### config.mk
export PLATFORM = sky130hd
export DESIGN_NAME = transpose_output_deskew
export DESIGN_NICKNAME = d
export VERILOG_FILES = /design/src/rtl/transpose_pkg.sv /design/src/rtl/row_rotator.sv /design/src/rtl/transpose_output_deskew.sv
export SDC_FILE = /design/constraint.sdc
export NUM_CORES = 2
export LEC_CHECK = 0
export CAP_MARGIN = 15
export CORE_MARGIN = 3
export CORE_UTILIZATION = 25
export CTS_CLUSTER_DIAMETER = 120
export DETAILED_ROUTE_END_ITERATION = 7
export PLACE_DENSITY_LB_ADDON = 0.15
export SYNTH_ARGS = -nofsm -noshare
export SYNTH_HDL_FRONTEND = slang
export SYNTH_SLANG_ARGS = --single-unit
### constraint.sdc
create_clock -name clk -period 59.2 [get_ports clk]
set_clock_uncertainty 0.1 [all_clocks]
set_input_delay 5.92 -clock clk [delete_from_list [all_inputs] [get_ports clk]]
set_output_delay 5.92 -clock clk [all_outputs]
set_load 0.01 [all_outputs]
### src/rtl/transpose_pkg.sv
// transpose_pkg: shared row type, skid FSM states and default transpose geometry
package transpose_pkg;
  localparam int DEF_DATA_WIDTH = 64;
  localparam int DEF_NUM_PE = 8;
  typedef logic [DEF_DATA_WIDTH-1:0] row_t [0:DEF_NUM_PE-1];
  typedef enum logic [1:0] {EMPTY, ONE, FULL} skid_state_t;
endpackage

### src/rtl/row_rotator.sv
// row_rotator: combinational row rotation, rot_row[j] = row[(j + shift) mod NUM_PE]
module row_rotator import transpose_pkg::*; #(
  parameter int DATA_WIDTH = DEF_DATA_WIDTH,
  parameter int NUM_PE = DEF_NUM_PE,
  localparam int IDX_WIDTH = $clog2(NUM_PE)
) (
  input  logic [DATA_WIDTH-1:0] row [0:NUM_PE-1],
  input  logic [IDX_WIDTH-1:0]  shift,
  output logic [DATA_WIDTH-1:0] rot_row [0:NUM_PE-1]
);
  for (genvar j = 0; j < NUM_PE; j++) begin : g_rot
    assign rot_row[j] = row[IDX_WIDTH'(j) + shift];
  end
endmodule

### src/rtl/transpose_output_deskew.sv
// transpose_output_deskew: deskews transposed rows into a 2-entry skid buffer (optional stats via TRANSPOSE_DESKEW_STATS_EN)
module transpose_output_deskew import transpose_pkg::*; #(
  parameter int DATA_WIDTH = DEF_DATA_WIDTH,
  parameter int NUM_PE = DEF_NUM_PE,
  localparam int IDX_WIDTH = $clog2(NUM_PE)
) (
  input  logic                  clk,
  input  logic                  rst,
  input  logic                  in_val,
  output logic                  in_rdy,
  input  logic [DATA_WIDTH-1:0] in_row [0:NUM_PE-1],
  output logic                  out_val,
  input  logic                  out_rdy,
  output logic [DATA_WIDTH-1:0] out_row [0:NUM_PE-1],
  output logic                  out_first,
`ifdef TRANSPOSE_DESKEW_STATS_EN
  output logic                  out_last,
  output logic [31:0]           blk_cnt,
  output logic [31:0]           stall_cnt
`else
  output logic                  out_last
`endif
);
  skid_state_t state, next_state;
  logic [IDX_WIDTH-1:0] row_idx;
  logic [DATA_WIDTH-1:0] rot_row [0:NUM_PE-1];
  logic [DATA_WIDTH-1:0] tail_row [0:NUM_PE-1];
  logic tail_first, tail_last, push, pop, is_first, is_last;
  assign push = in_val && in_rdy;
  assign pop = out_val && out_rdy;
  assign is_first = row_idx == '0;
  assign is_last = row_idx == IDX_WIDTH'(NUM_PE - 1);
  row_rotator #(.DATA_WIDTH(DATA_WIDTH), .NUM_PE(NUM_PE)) u_rot (
    .row(in_row),
    .shift(row_idx),
    .rot_row(rot_row)
  );
  always_ff @(posedge clk) begin
    if (!rst) begin
      state <= EMPTY;
      in_rdy <= 1'b1;
    end else begin
      state <= next_state;
      in_rdy <= next_state != FULL;
    end
  end
  always_comb begin
    next_state = state == EMPTY ? (push ? ONE : EMPTY) :
                 state == ONE   ? (push && !pop ? FULL : pop && !push ? EMPTY : ONE) :
                                  (pop ? ONE : FULL);
  end
  always_comb begin
    out_val = state != EMPTY;
  end
  always_ff @(posedge clk) begin
    if (!rst) begin
      row_idx <= '0;
      out_row <= '{default: '0};
      out_first <= 1'b0;
      out_last <= 1'b0;
    end else begin
      if (push) row_idx <= row_idx + 1'b1;
      if (push && (state == EMPTY || (state == ONE && pop))) begin
        out_row <= rot_row;
        out_first <= is_first;
        out_last <= is_last;
      end else if (pop && state == FULL) begin
        out_row <= tail_row;
        out_first <= tail_first;
        out_last <= tail_last;
      end
    end
  end
  always_ff @(posedge clk) begin
    if (push && state == ONE && !pop) begin
      tail_row <= rot_row;
      tail_first <= is_first;
      tail_last <= is_last;
    end
  end
`ifdef TRANSPOSE_DESKEW_STATS_EN
  always_ff @(posedge clk) begin
    if (!rst) begin
      blk_cnt <= '0;
      stall_cnt <= '0;
    end else begin
      if (pop && out_last) blk_cnt <= blk_cnt + 1'b1;
      if (out_val && !out_rdy) stall_cnt <= stall_cnt + 1'b1;
    end
  end
`endif
endmodule

Yosys cells after proc, flatten, opt, wreduce, memory -nomap -nowiden
Cells that the tools add are included.
Widths: inputs -> output; s select.
Operators by class
  $add $sub $neg: 7
  $lt $le $gt $ge: 8
  eq/ne operators: 4
  multiplexer cells: 36
  bitwise gates (word level): 8
  reductions and logical operators: 16
Operators with widths (number)
  $bmux 64 s3: 8
  $mux 512: 2
  $mux 64: 16
  $ge 4x4->1 const B: 8
  $not 3->4: 8
  $add 3x3->3 const A: 4
  $logic_and 1x1->1: 9
  $mux 2: 4
  $add 2x3->3 const A: 2
  $mux 1: 6
  $reduce_bool 2->1: 2
  $add 1x3->3 const A: 1
  $eq 3x3->1 const B: 1
  $logic_not 3->1: 1
  $eq 2x1->1 const B: 1
  $eq 2x2->1 const B: 1
  $logic_not 1->1: 2
  $logic_not 2->1: 1
  $ne 2x2->1 const B: 1
  $logic_or 1x1->1: 1
Storage, ports and cells
  flip-flop bits (word level): 1034
  bits of input ports: 516
  output and inout port bits: 516
  word-level logic and storage cells: 102

Longest topological paths before layout
  depth in word-level cells: 8
  depth in mapped cells: 14
  gate-level depth less buffers: 6

By module
Synthesis repeated with hierarchy kept, for this count alone.
Second synthesis, totals
  cell total of the unflattened synthesis: 5636
  area, all modules: 69217.6 sq um
Modules (own cells, without submodules)
  transpose_output_deskew: times used 1, cells an instance 4152, area an instance 47698.2 sq um, sequential area each 25844.8 sq um
  row_rotator: times used 1, cells an instance 1484, area an instance 21519.4 sq um, sequential area each 0.0 sq um

Least setup slack after synthesis
OpenSTA, ideal clock, no wires.
  kind: input port to flip-flop
  start point: in in_val
  end point: reg tail_first, enable pin
  setup time: 2.824 ns
  arrival: 58.185 ns
  required time: 56.276 ns
  path slack: -1.909 ns
  stages: 2
  path buffers: 0
  path through: nand2_1 -> nor4b_1
Between the ends
  word-level cells in the longest chain between the ends: 3
Ends and longest elaborated chain
  start, declared: line transpose_output_deskew.sv:9  | input logic in_val,
  $logic_and 1x1->1: line transpose_output_deskew.sv:29  | assign push = in_val && in_rdy;
  $logic_and 1x1->1 (2 in a row): line transpose_output_deskew.sv:75  | if (push && state == ONE && !pop) begin
  end signal, assigned: line transpose_output_deskew.sv:77  | tail_first <= is_first;
  end, declared: line transpose_output_deskew.sv:28  | logic tail_first, tail_last, push, pop, is_first, is_last;
No other way between the ends.
A chain may end at the register's enable or synchronous reset.

Final worst setup path
  start point: in in_val
  end point: reg tail_row[454] (netlist bit), enable pin
Between the ends
  word-level cells in the longest chain between the ends: 3
Ends and longest elaborated chain
  $logic_and 1x1->1: line transpose_output_deskew.sv:29
  $logic_and 1x1->1 (2 in a row): line transpose_output_deskew.sv:75
  end signal, assigned: line transpose_output_deskew.sv:76  | tail_row <= rot_row;
  end, declared: line transpose_output_deskew.sv:27  | logic [DATA_WIDTH-1:0] tail_row [0:NUM_PE-1];
No other way between the ends.

==> results.py <==
metrics = {
    "floorplanning": {
        "start_util_pct": 25.2,
        "dieWidth_um": 489,
        "std_cell_rows": 176,
        "pin_count": 1032,
        "core_region_area_mm2": 0.231,
        "die-height_um": 489,
        "fp.dieArea_mm2": 0.239,
    },
    "cts": {
        "cts_max_level": 4,
        "cts_hold_buf": 0,
        "clk_pin_slew_ns": 0.05,
        "cts.sinks": 1034,
        "cts-buffers-inserted": 134,
        "root_buffer": "clkbuf_16",
        "cts_tree": "yes",
        "cts_setup_buffers": 0,
        "clock_tree.buffer_depth": 3,
        "clk_latency_ns": 0.80,
        "cts_resized": 0,
    },
    "placement": {
        "portBuffers": 1031,
        "dp.cells": 8732,
        "hpwl_mm": 165,
        "gp_congestion": 0.832,
    },
    "finish": {
        "final_nets": 6363,
        "syn2layout_area_growth_pct": 29.1,
        "final_common_cell": "clkdlybuf4s50_1",
        "stdcell_count": 9008,
        "layout-drive-gt1-share_pct": 18.9,
        "layout_common_cells": "clkdlybuf4s50_1, nand2_1, dfxtp_1",
    },
    "global_routing": {
        "grt_overflow_total": 0,
        "grt.total_usage_pct": 19.6,
        "antenna_found_initial": 58,
        "grt_max_degree": 168,
        "grt_pass1_wl_mm": 348,
        "grt_pass1_vias": 46500,
    },
    "routing": {
        "num_vias": 47700,
        "drc": 0,
        "wl_per_cell_um": 27.1,
        "routed_wl_mm": 244,
        "drtAntennaViolNets": 0,
        "dr.pass1.iters": 7,
        "drtIter0Drc": 3697,
        "viasPerCell": 5.29,
    },
    "sta": {
        "setup_viol": 0,
        "slew_headroom_pct": 13.4,
        "period_share_pct": 18.4,
        "report.final.slew_viol_count": 0,
        "min_period_ns": 10.90,
        "tns_ns": 0,
        "grt_setup_unrepaired": "false",
        "whs_ns": 0.388,
        "hold_viol": 0,
        "max_freq_ghz": 0.0917,
        "tightest_slew_ns": 1.30,
    },
    "worst_setup_path": {
        "crit_type": "in -> reg",
        "cp_num_buf_inv": 6,
        "crit_chain": "clkdlybuf4s50_1 > nand2_1 > nor4b_4 > buf_12 > buf_4 > buf_4 > buf_4 > buf_4",
        "start_kind": "input pin",
        "max_stage_delay_ns": 0.91,
        "cp_slowest_cell": "buf_4",
        "worst_ep_required_time_ns": 59.51,
        "cp.arrival_ns": 11.21,
        "crit_family": "buffers and inverters",
        "cp_max_fo": 160,
        "endpoint_kind": "flip-flop",
        "cpMostUsedCell": "buf_4",
    },
    "synthesis": {
        "synth_edf_count": 514,
        "async_flop_share_pct": 0,
        "ys_warn_count": 0,
        "synthesis.nets": 5643,
        "netlist_area_mm2": 0.0583,
        "synth.avg_cell_area_um2": 11.4,
        "ys.flop_type": "dfxtp_1",
        "synthCells": 5122,
        "synth.distinct_cells": 33,
        "ys_seq_elements": 1034,
        "ys_seq_area_share_pct": 44.3,
    },
    "hold_path": {
        "hp-class": "reg -> reg",
    },
    "pwr": {
        "peakVddDrop_uv": 20.3,
        "power_leakage_uw": 0.0252,
        "p_total_uw": 2430,
        "p_per_area_mw_per_mm2": 32.3,
    },
    "run": {
        "maxCapViolCount": 0,
    },
    "status": {
        "status": "finished, final reports clean",
    },
}
[cell type report]
| cell class | count | area [um^2] |
|---|---|---|
| Clock buffer | 199 | 3880 |
| Multi-Input combinational cell | 3561 | 30100 |
| Antenna cell | 29 | 72.6 |
| Fill cell | 23300 | 156000 |
| Timing Repair Buffer | 1106 | 11000 |
| Clock inverter | 48 | 596 |
| Sequential cell | 1034 | 25900 |
| Inverter | 5 | 26.3 |
| Tap cell | 3026 | 3790 |
[synth_stat cells, types with 2 or more instances]
master	instances	area, um^2
mux2_2	384	4320
o221a_2	72	811
clkbuf_1	264	991
buf_1	64	240
nor2b_1	2	12.5
buf_6	24	270
mux4_2	384	8650
dfxtp_1	520	10400
nand2_1	716	2690
mux2i_1	384	3840
a211oi_1	383	2880
ha_1	5	62.6
buf_2	127	636
o211a_1	128	1280
o221a_1	56	631
edfxtp_1	514	15400
inv_1	5	18.8
buf_4	43	323
nand3_1	257	1290
a311oi_1	3	26.3
nor2_1	388	1460
a21oi_1	388	1940
[state kept, by name (all words and copies together), names as in the netlist]
name and count:
row_idx 3, in_rdy 1, tail_first 1, out_last 1, state 2, out_first 1
out_row 512, tail_last 1, tail_row 512
[kinds of logic after synthesis]
| group | after synthesis | share of synthesized area [%] |
|---|---|---|
| compound gates | 1031 | 13.0 |
| xor+xnor | 3 | 0.0708 |
| fa+ha+maj | 5 | 0.107 |
| buf+inv | 527 | 4.25 |
| flops | 1034 | 44.3 |
| mux | 1152 | 28.8 |
| simple gates | 1370 | 9.42 |
[metal layers]
layer	share of wire (%)	track usage, %	vias up
li1	-	-	21100
met1	45	26.9	24700
met2	46	31.2	1535
met3	6.9	4.71	270
met4	1.7	4.20	56
met5	0.17	0	-
[worst min-delay path, delay by kind of cell, from the launching register on]
kind / cells / cell delay (ns)
AOI/OAI and AO/OA: 1 / 0.08
DFF: 1 / 0.31
and+or+nand+nor: 1 / 0.05
[worst paths after layout]
kind                          from                       to  slack, ns  depth (start not counted)
max                         in_val  tail_row[454]$_DFFE_PP_      48.30                          8
min          out_last$_SDFFE_PN0P_    out_last$_SDFFE_PN0P_       0.39                          2
min reg2reg  out_last$_SDFFE_PN0P_    out_last$_SDFFE_PN0P_       0.39                          2
max reg2reg      in_rdy$_SDFF_PN1_  tail_row[454]$_DFFE_PP_      53.54                          7
[stage by stage]
step	cell area, um^2	util (%)	setup WS, ns
after global placement	70700	30.6	47.18
after global routing	75200	32.6	47.88
final	75300	32.6	48.30
after floorplan	58300	-	23.78
after CTS	75200	32.5	48.03
after detailed placement	70700	30.6	47.18
[report_power, final]
group / total (uW) / switching (uW) / internal, uW
sequential: 884 / 50.2 / 834
combinational: 708 / 371 / 336
clock: 836 / 344 / 493
total: 2430 / 765 / 1660
No activity file was read; power rests on OpenSTA's default activity.
